--- config.mk ---
export PLATFORM = sky130hd
export DESIGN_NAME = wb_stage
export DESIGN_NICKNAME = d
export VERILOG_FILES = /design/src/rtl/wb_pkg.sv /design/src/rtl/wb_stage_load_ext.sv /design/src/rtl/wb_stage.sv
export SDC_FILE = /design/constraint.sdc
export NUM_CORES = 1
export LEC_CHECK = 0
export ABC_AREA = 0
export BUFFER_PORTS_ARGS = -buffer_cell sky130_fd_sc_hd__buf_4
export CAP_MARGIN = 10
export CORE_MARGIN = 4
export CORE_UTILIZATION = 45
export CTS_CLUSTER_DIAMETER = 80
export DETAILED_ROUTE_END_ITERATION = 10
export PLACE_DENSITY = 0.71
export SYNTH_ARGS = -nofsm -noshare
export SYNTH_HDL_FRONTEND = slang
export SYNTH_HIERARCHICAL = 1
export SYNTH_SLANG_ARGS = --single-unit
--- constraint.sdc ---
create_clock -name clk -period 3.75 [get_ports clk]
set_clock_uncertainty 0.2 [all_clocks]
set_input_delay 0.5625 -clock clk [delete_from_list [all_inputs] [get_ports clk]]
set_output_delay 0.5625 -clock clk [all_outputs]
set_load 0.005 [all_outputs]
--- src/rtl/wb_pkg.sv ---
// Shared widths, memory-size encodings and write-back queue entry layout for wb_stage.
// Width macros ASIZE/DSIZE/NREG default here when not already provided by define.v.
`ifndef ASIZE
`define ASIZE 5
`endif
`ifndef DSIZE
`define DSIZE 32
`endif
`ifndef NREG
`define NREG 32
`endif

package wb_pkg;

    localparam int unsigned AW = `ASIZE;
    localparam int unsigned DW = `DSIZE;

    localparam logic [1:0] MSZ_BYTE = 2'b00;
    localparam logic [1:0] MSZ_HALF = 2'b01;
    localparam logic [1:0] MSZ_WORD = 2'b10;

    typedef struct packed {
        logic          wen;
        logic [AW-1:0] waddr;
        logic [DW-1:0] data;
    } wb_entry_t;

endpackage

--- src/rtl/wb_stage_load_ext.sv ---
// Combinational load-data extension: byte/half sign- or zero-extended, word passed through.
module load_ext
    import wb_pkg::*;
(
    input  logic [DW-1:0] data,
    input  logic [1:0]    size,
    input  logic          sign_ext,
    output logic [DW-1:0] result_c
);

    always_comb begin
        result_c = data;
        case (size)
            MSZ_BYTE: result_c = {{(DW-8){sign_ext & data[7]}}, data[7:0]};
            MSZ_HALF: result_c = {{(DW-16){sign_ext & data[15]}}, data[15:0]};
            MSZ_WORD: result_c = data;
            default:  result_c = data;
        endcase
    end

endmodule

--- src/rtl/wb_stage.sv ---
// Write-back stage: in-order queue of selected/extended results draining into the register file.
// Optional macro WB_FWD_EN builds bypass lookup of queued results for the decode read ports.
module wb_stage
    import wb_pkg::*;
#(
    parameter int unsigned DEPTH = 2
) (
    input  logic          clk,
    input  logic          rst,
    input  logic          in_valid,
    output logic          in_ready,
    input  logic          in_wen,
    input  logic [AW-1:0] in_waddr,
    input  logic          in_sel,
    input  logic [DW-1:0] in_alu_data,
    input  logic [DW-1:0] in_mem_data,
    input  logic [1:0]    in_mem_size,
    input  logic          in_mem_signed,
    input  logic          hold,
    output logic          rf_wen,
    output logic [AW-1:0] rf_waddr,
    output logic [DW-1:0] rf_wdata,
    input  logic [AW-1:0] fwd_addr1,
    input  logic [AW-1:0] fwd_addr2,
    output logic          fwd_hit1,
    output logic          fwd_hit2,
    output logic [DW-1:0] fwd_data1,
    output logic [DW-1:0] fwd_data2,
    output logic [31:0]   retire_cnt
);

    localparam int unsigned PW = (DEPTH > 1) ? $clog2(DEPTH) : 1;
    localparam int unsigned CW = $clog2(DEPTH + 1);
    localparam logic [PW-1:0] LAST = PW'(DEPTH - 1);

    wb_entry_t     q [DEPTH];
    logic [PW-1:0] head;
    logic [PW-1:0] tail;
    logic [CW-1:0] count;
    logic [DW-1:0] ext_data;
    logic          empty;
    logic          full;
    logic          push;
    logic          pop;
    wb_entry_t     head_e;
    wb_entry_t     in_e;

    function automatic logic [PW-1:0] ptr_inc(input logic [PW-1:0] p);
        return (p == LAST) ? '0 : p + PW'(1);
    endfunction

    load_ext u_load_ext (
        .data     (in_mem_data),
        .size     (in_mem_size),
        .sign_ext (in_mem_signed),
        .result_c (ext_data)
    );

    // Reset suppresses both ends so queued entries are discarded, never written.
    assign empty    = (count == '0);
    assign full     = (count == CW'(DEPTH));
    assign pop      = !empty && !hold && !rst;
    assign in_ready = !full || pop;
    assign push     = in_valid && in_ready && !rst;

    assign head_e = q[head];
    assign in_e   = '{wen: in_wen, waddr: in_waddr, data: (in_sel ? ext_data : in_alu_data)};

    assign rf_wen   = pop && head_e.wen && (head_e.waddr != '0);
    assign rf_waddr = empty ? '0 : head_e.waddr;
    assign rf_wdata = empty ? '0 : head_e.data;

    always_ff @(posedge clk) begin
        if (rst) begin
            head       <= '0;
            tail       <= '0;
            count      <= '0;
            retire_cnt <= '0;
        end else begin
            if (push) begin
                q[tail] <= in_e;
                tail    <= ptr_inc(tail);
            end
            if (pop) begin
                head       <= ptr_inc(head);
                retire_cnt <= retire_cnt + 32'd1;
            end
            case ({push, pop})
                2'b10:   count <= count + CW'(1);
                2'b01:   count <= count - CW'(1);
                default: count <= count;
            endcase
        end
    end

`ifdef WB_FWD_EN
    // Walk oldest to youngest so the youngest matching entry wins.
    always_comb begin
        logic [PW-1:0] idx;
        fwd_hit1  = 1'b0;
        fwd_hit2  = 1'b0;
        fwd_data1 = '0;
        fwd_data2 = '0;
        idx       = '0;
        for (int unsigned i = 0; i < DEPTH; i++) begin
            idx = PW'((32'(head) + i) % DEPTH);
            if ((CW'(i) < count) && q[idx].wen && (q[idx].waddr != '0)) begin
                if (q[idx].waddr == fwd_addr1) begin
                    fwd_hit1  = 1'b1;
                    fwd_data1 = q[idx].data;
                end
                if (q[idx].waddr == fwd_addr2) begin
                    fwd_hit2  = 1'b1;
                    fwd_data2 = q[idx].data;
                end
            end
        end
    end
`else
    logic unused_fwd;
    assign unused_fwd = ^{fwd_addr1, fwd_addr2};
    assign fwd_hit1   = 1'b0;
    assign fwd_hit2   = 1'b0;
    assign fwd_data1  = '0;
    assign fwd_data2  = '0;
`endif

endmodule

Word level (Yosys, flattened, before mapping) --
Memory sizes are Yosys's and may differ from the RTL's. A register that Yosys moved wholly into a read port is not among the register bits. Index checks and enable logic that the tools add are counted.
Cells by class: add/sub/neg operators 5, equal/unequal tests 4, muxes and demuxes 12, bitwise operators 2, reductions and logical operators 15
Operators with widths (number):
- 2-to-1 mux 32 bit | 2
- one-hot mux 32 bit (2 select lines) | 1
- adder 32 x 1 -> 32 bit (second input constant) | 1
- 2-to-1 mux 1 bit | 7
- logical AND 1 bit | 6
- 2-to-1 mux 5 bit | 1
- nonzero test 5 bit | 1
- equality test 2 x 1 -> 1 bit (second input constant) | 2
- equality test 2 bit (second input constant) | 2
- logical NOT 1 bit | 4
- logical NOT 2 bit | 2
- one-hot mux 2 bit (2 select lines) | 1
- adder 1 bit (second input constant) | 2
- adder 2 x 1 -> 2 bit (second input constant) | 1
- bitwise AND 1 bit | 2
- nonzero test 2 bit | 1
- subtractor 2 x 1 -> 2 bit (second input constant) | 1
- logical OR 1 bit | 1
Word-level totals: flip-flop bits (word level) 36, memory bits (writable) 76, input port bits 88, output and inout bits 137, logic and storage cells 43, memories kept 1
Memory list:
- q | words 2, width 38, read ports 1, clocked after memory_dff 1, wr ports 1, line wb_stage.sv:36 | wb_entry_t q [DEPTH];

Logic depth before layout (Yosys ltp) --
depth after elaboration 10, depth in mapped cells 8, gate-level depth less buffers 7

By module --
The synthesis kept the hierarchy.
By module, submodules not included:
- wb_stage | times used 1, cells each 457, area each 5467.7 um^2, sequential area each 3022.9 um^2
- load_ext | times used 1, cells each 66, area each 385.4 um^2, sequential area each 0.0 um^2

Least setup slack after synthesis --
Ideal clock, no wire load.
path kind input port to flip-flop, from input port rst, to memory q[0][0] (netlist bit) (enable), library setup time 0.433 ns, arrival time 2.833 ns, data required time 3.117 ns, path slack 0.284 ns, stages 5, path buffers 1, cells stage by stage or2_0 -> buf_6 -> nand3b_1 -> nand3b_1 -> nor2_1
Between the ends: word-level cells in the longest chain between the ends 8
Ends and longest elaborated chain:
- start, declared | line wb_stage.sv:9 | input logic rst,
- logical NOT 1 bit | line wb_stage.sv:62 | assign pop = !empty && !hold && !rst;
- logical AND 1 bit | line wb_stage.sv:62
- logical OR 1 bit | line wb_stage.sv:63 | assign in_ready = !full || pop;
- via in_ready | line wb_stage.sv:11 | output logic in_ready,
- logical AND 1 bit (2 in a row) | line wb_stage.sv:64 | assign push = in_valid && in_ready && !rst;
- 2-to-1 mux 1 bit | line wb_stage.sv:80 | if (push) begin
- 2-to-1 mux 1 bit | line wb_stage.sv:74 | if (rst) begin
- 2-to-1 mux 1 bit (implied by the code) | line wb_stage.sv:81 | q[tail] <= in_e;
- end, declared | line wb_stage.sv:36
The timed path passes the listed nets, and every way through them passes these cells.

Worst setup path after layout --
from register count[0], to output port rf_wdata[3]
Between the ends: word-level cells in the longest chain between the ends 2
Ends and longest elaborated chain:
- start, declared | line wb_stage.sv:39 | logic [CW-1:0] count;
- start signal, assigned | line wb_stage.sv:89 | 2'b10: count <= count + CW'(1);
- start signal, assigned | line wb_stage.sv:90 | 2'b01: count <= count - CW'(1);
- start signal, assigned | line wb_stage.sv:91 | default: count <= count;
- logical NOT 2 bit | line wb_stage.sv:60 | assign empty = (count == '0);
- 2-to-1 mux 32 bit | line wb_stage.sv:71 | assign rf_wdata = empty ? '0 : head_e.data;
- end, declared | line wb_stage.sv:22 | output logic [DW-1:0] rf_wdata,
Every way passes these cells.

==> impl_metrics.py <==
metrics = {
    "placement": {
        "post-dp-hpwl_um": 8650,
        "place_area_um2": 6780,
        "post-place-cells": 813,
        "post-place-ws_ns": 1.06,
        "portBuffers": 148,
        "routabilityCongestion": 0.885,
    },
    "yosys": {
        "synth_edf_count": 76,
        "synth_top_cell_area_share": 0.390,
        "yosysWarnings": 6,
        "netlist_area_um2": 5850,
        "ys.flop_type": "edfxtp_1",
        "synth_area_per_cell_um2": 11.2,
        "syn_inst": 523,
        "ys_async_sr_fraction": 0,
        "synth_seq_cells": 113,
        "ys_seq_area_frac": 0.516,
        "synth.distinct_cells": 45,
        "yosys.area.top_type": "edfxtp_1",
        "synth_commonest_cells": "edfxtp_1, nor2_1, buf_4, dfxtp_1, mux2i_1",
        "synth_top_cells_by_area": "edfxtp_1, dfxtp_1, buf_4",
    },
    "floorplan": {
        "dieHeight_um": 122,
        "fp.coreArea_um2": 12700,
        "start_util": 0.462,
        "die_w_um": 122,
        "ios": 225,
        "die_area_um2": 14900,
        "rows": 41,
    },
    "clock_tree": {
        "tritoncts": "built",
        "clk_path_buf_depth": 2,
        "root_buffer": "clkbuf_16",
        "cts_resized": 0,
        "clk_pin_slew_ns": 0.05,
        "postCtsHoldBufs": 0,
        "cts_max_level": 4,
        "post_cts_buffers": 0,
        "numClockSinks": 113,
        "clock_latency_ns": 0.40,
        "cts_buffers": 17,
    },
    "global_routing": {
        "gr-total-overflow": 0,
        "grt_max_degree": 40,
        "grt_antenna_before_repair": 0,
        "gr-usage-all-layers": 0.163,
        "grt_pass1_wl_um": 19100,
        "first_global_vias": 3990,
    },
    "worst_setup_path": {
        "worst_path_most_repeated_cell": "buf_4",
        "startpoint_type": "register",
        "slowest_delay_ns": 0.56,
        "timing.reg2reg.setup_slack_ns": 1.43,
        "cp_slowest_cell": "nor2_4",
        "cp_data_arrival_time_ns": 2.00,
        "path_class": "reg -> out",
        "crit_fanout": 28,
        "end_kind": "output pin",
        "cp_cell_sequence": "nor2_4, buf_4, nor2_1, buf_4",
        "critPathRequiredTime_ns": 2.99,
    },
    "pwr": {
        "power.leakage_uw": 0.00303,
        "ir_worst_vdd_mv": 0.291,
        "power_density_nw_per_um2": 486,
    },
    "final_layout": {
        "finalNetCount": 750,
        "final_layout_size_suffix_gt1_frac": 0.346,
        "n_fill_cell": 1063,
        "multiInputGateArea_um2": 2370,
        "seqCellArea_um2": 3020,
        "final_cells": 845,
        "num_antenna_cells": 0,
        "syn2layout_area_growth_pct": 26.7,
        "utilization": 0.585,
        "final_area_um2": 7420,
    },
    "detailed_routing": {
        "wl_per_cell_um": 14.1,
        "dr_total_vias": 4007,
        "drtPass1Iterations": 4,
        "initialDrtViolationCount": 279,
        "vias_per_cell": 4.74,
        "drt-total-wl_um": 12000,
        "postRouteAntennaNets": 0,
        "drc_errors": 0,
    },
    "sta": {
        "tns_ns": 0,
        "fin_crit_ns": 2.76,
        "final_hold_viol_count": 0,
        "max_slew_margin": 0.441,
        "worst_slew_pin_slew_ns": 0.832,
        "drv_slew": 0,
        "setup_violations": 0,
        "fin_ws_ns": 0.988,
        "layout_worst_path_cycle_share": 0.736,
        "rsz0062_at_grt": "false",
        "fmax_mhz": 362,
    },
    "run": {
        "cap_violations": 0,
    },
    "hold_path": {
        "hold_path.class": "in -> reg",
    },
    "status": {
        "outcome": "finished clean",
    },
}
[registers in the layout, indices dropped and copies added (netlist names), named ones only]
| register | cells |
|---|---|
| retire_cnt | 32 |
| q | 76 |
| head | 1 |
| count | 2 |
| tail | 1 |
[report_power, final]
part | total [uW] | internal (uW) | switching [uW]
sequential | 1420 | 1390 | 31.1
clock | 1720 | 1170 | 551
combinational | 460 | 229 | 231
[final timing paths]
kind,end,startpoint,cells past startpoint
setup / recovery,rf_wdata[3],count[0]$_SDFFE_PP0P_,4
hold / removal,q[0][36]$_DFFE_PP_,in_waddr[4],1
setup reg to reg,retire_cnt[31]$_SDFFE_PP0P_,retire_cnt[7]$_SDFFE_PP0P_,5
hold reg to reg,retire_cnt[31]$_SDFFE_PP0P_,retire_cnt[31]$_SDFFE_PP0P_,2
[area by class of cell]
cell class | count | area share
multi-input cells | 372 | 0.320
well taps | 172 | 0.0290
clock buffers | 17 | 0.0574
inverters | 2 | 0.00101
repair buffers | 154 | 0.156
clock inverters | 15 | 0.0290
flip-flops and latches | 113 | 0.408
[logic make-up after synthesis]
family	share of synthesized area
adders and majority gates	0.00427
xor gates and xnor gates	0.0509
muxes	0.129
and+or+nand+nor	0.145
AOI/OAI and AO/OA	0.0312
DFF	0.516
buffers and inverters	0.123
other	0.000641
[cell usage in the layout, fill, tap and decap left out, types with 3 or more instances in the layout]
cell | netlist | final
mux2_2 | 32 | 32
nand2_1 | 34 | 34
nand4_1 | 14 | 14
o21ai_1 | 6 | 6
xnor2_1 | 9 | 9
edfxtp_1 | 76 | 76
o21ai_0 | 19 | 19
xor2_1 | 25 | 25
dfxtp_1 | 37 | 36
nor3_1 | 3 | 3
clkinv_1 | 0 | 3
and3_1 | 4 | 4
nor2_4 | 0 | 3
buf_4 | 75 | 154
o21ai_2 | 4 | 4
a21oi_1 | 3 | 3
nand3_1 | 9 | 9
nor2_1 | 76 | 74
conb_1 | 1 | 66
and4_1 | 5 | 5
bufinv_16 | 0 | 5
clkinvlp_4 | 0 | 3
mux2i_1 | 37 | 37
clkbuf_16 | 0 | 17
[per-layer routing]
metal | track usage | wire length, um | vias to the layer above
li1 | - | - | 1967
met1 | 0.187 | 4710 | 1861
met2 | 0.273 | 5910 | 170
met3 | 0.0729 | 1240 | 9
met4 | 0.0504 | 87 | 0
met5 | 0 | 0 | -
[critical path, delay by kind of cell, from the launching register on]
family / cells / cell delay (ns)
flops: 1 / 0.37
simple gates: 2 / 0.67
buf+inv: 2 / 0.54
[through the flow]
step | hold slack, ns | total power [uW]
2_1_floorplan | 0.272 | 1750
3_3_place_gp | 0.266 | 1900
3_5_place_dp | 0.276 | 1910
4_1_cts | 0.128 | 3640
5_1_grt | 0.124 | 3760
6_report | 0.151 | 3600
Power figures use the tool's default switching activity.
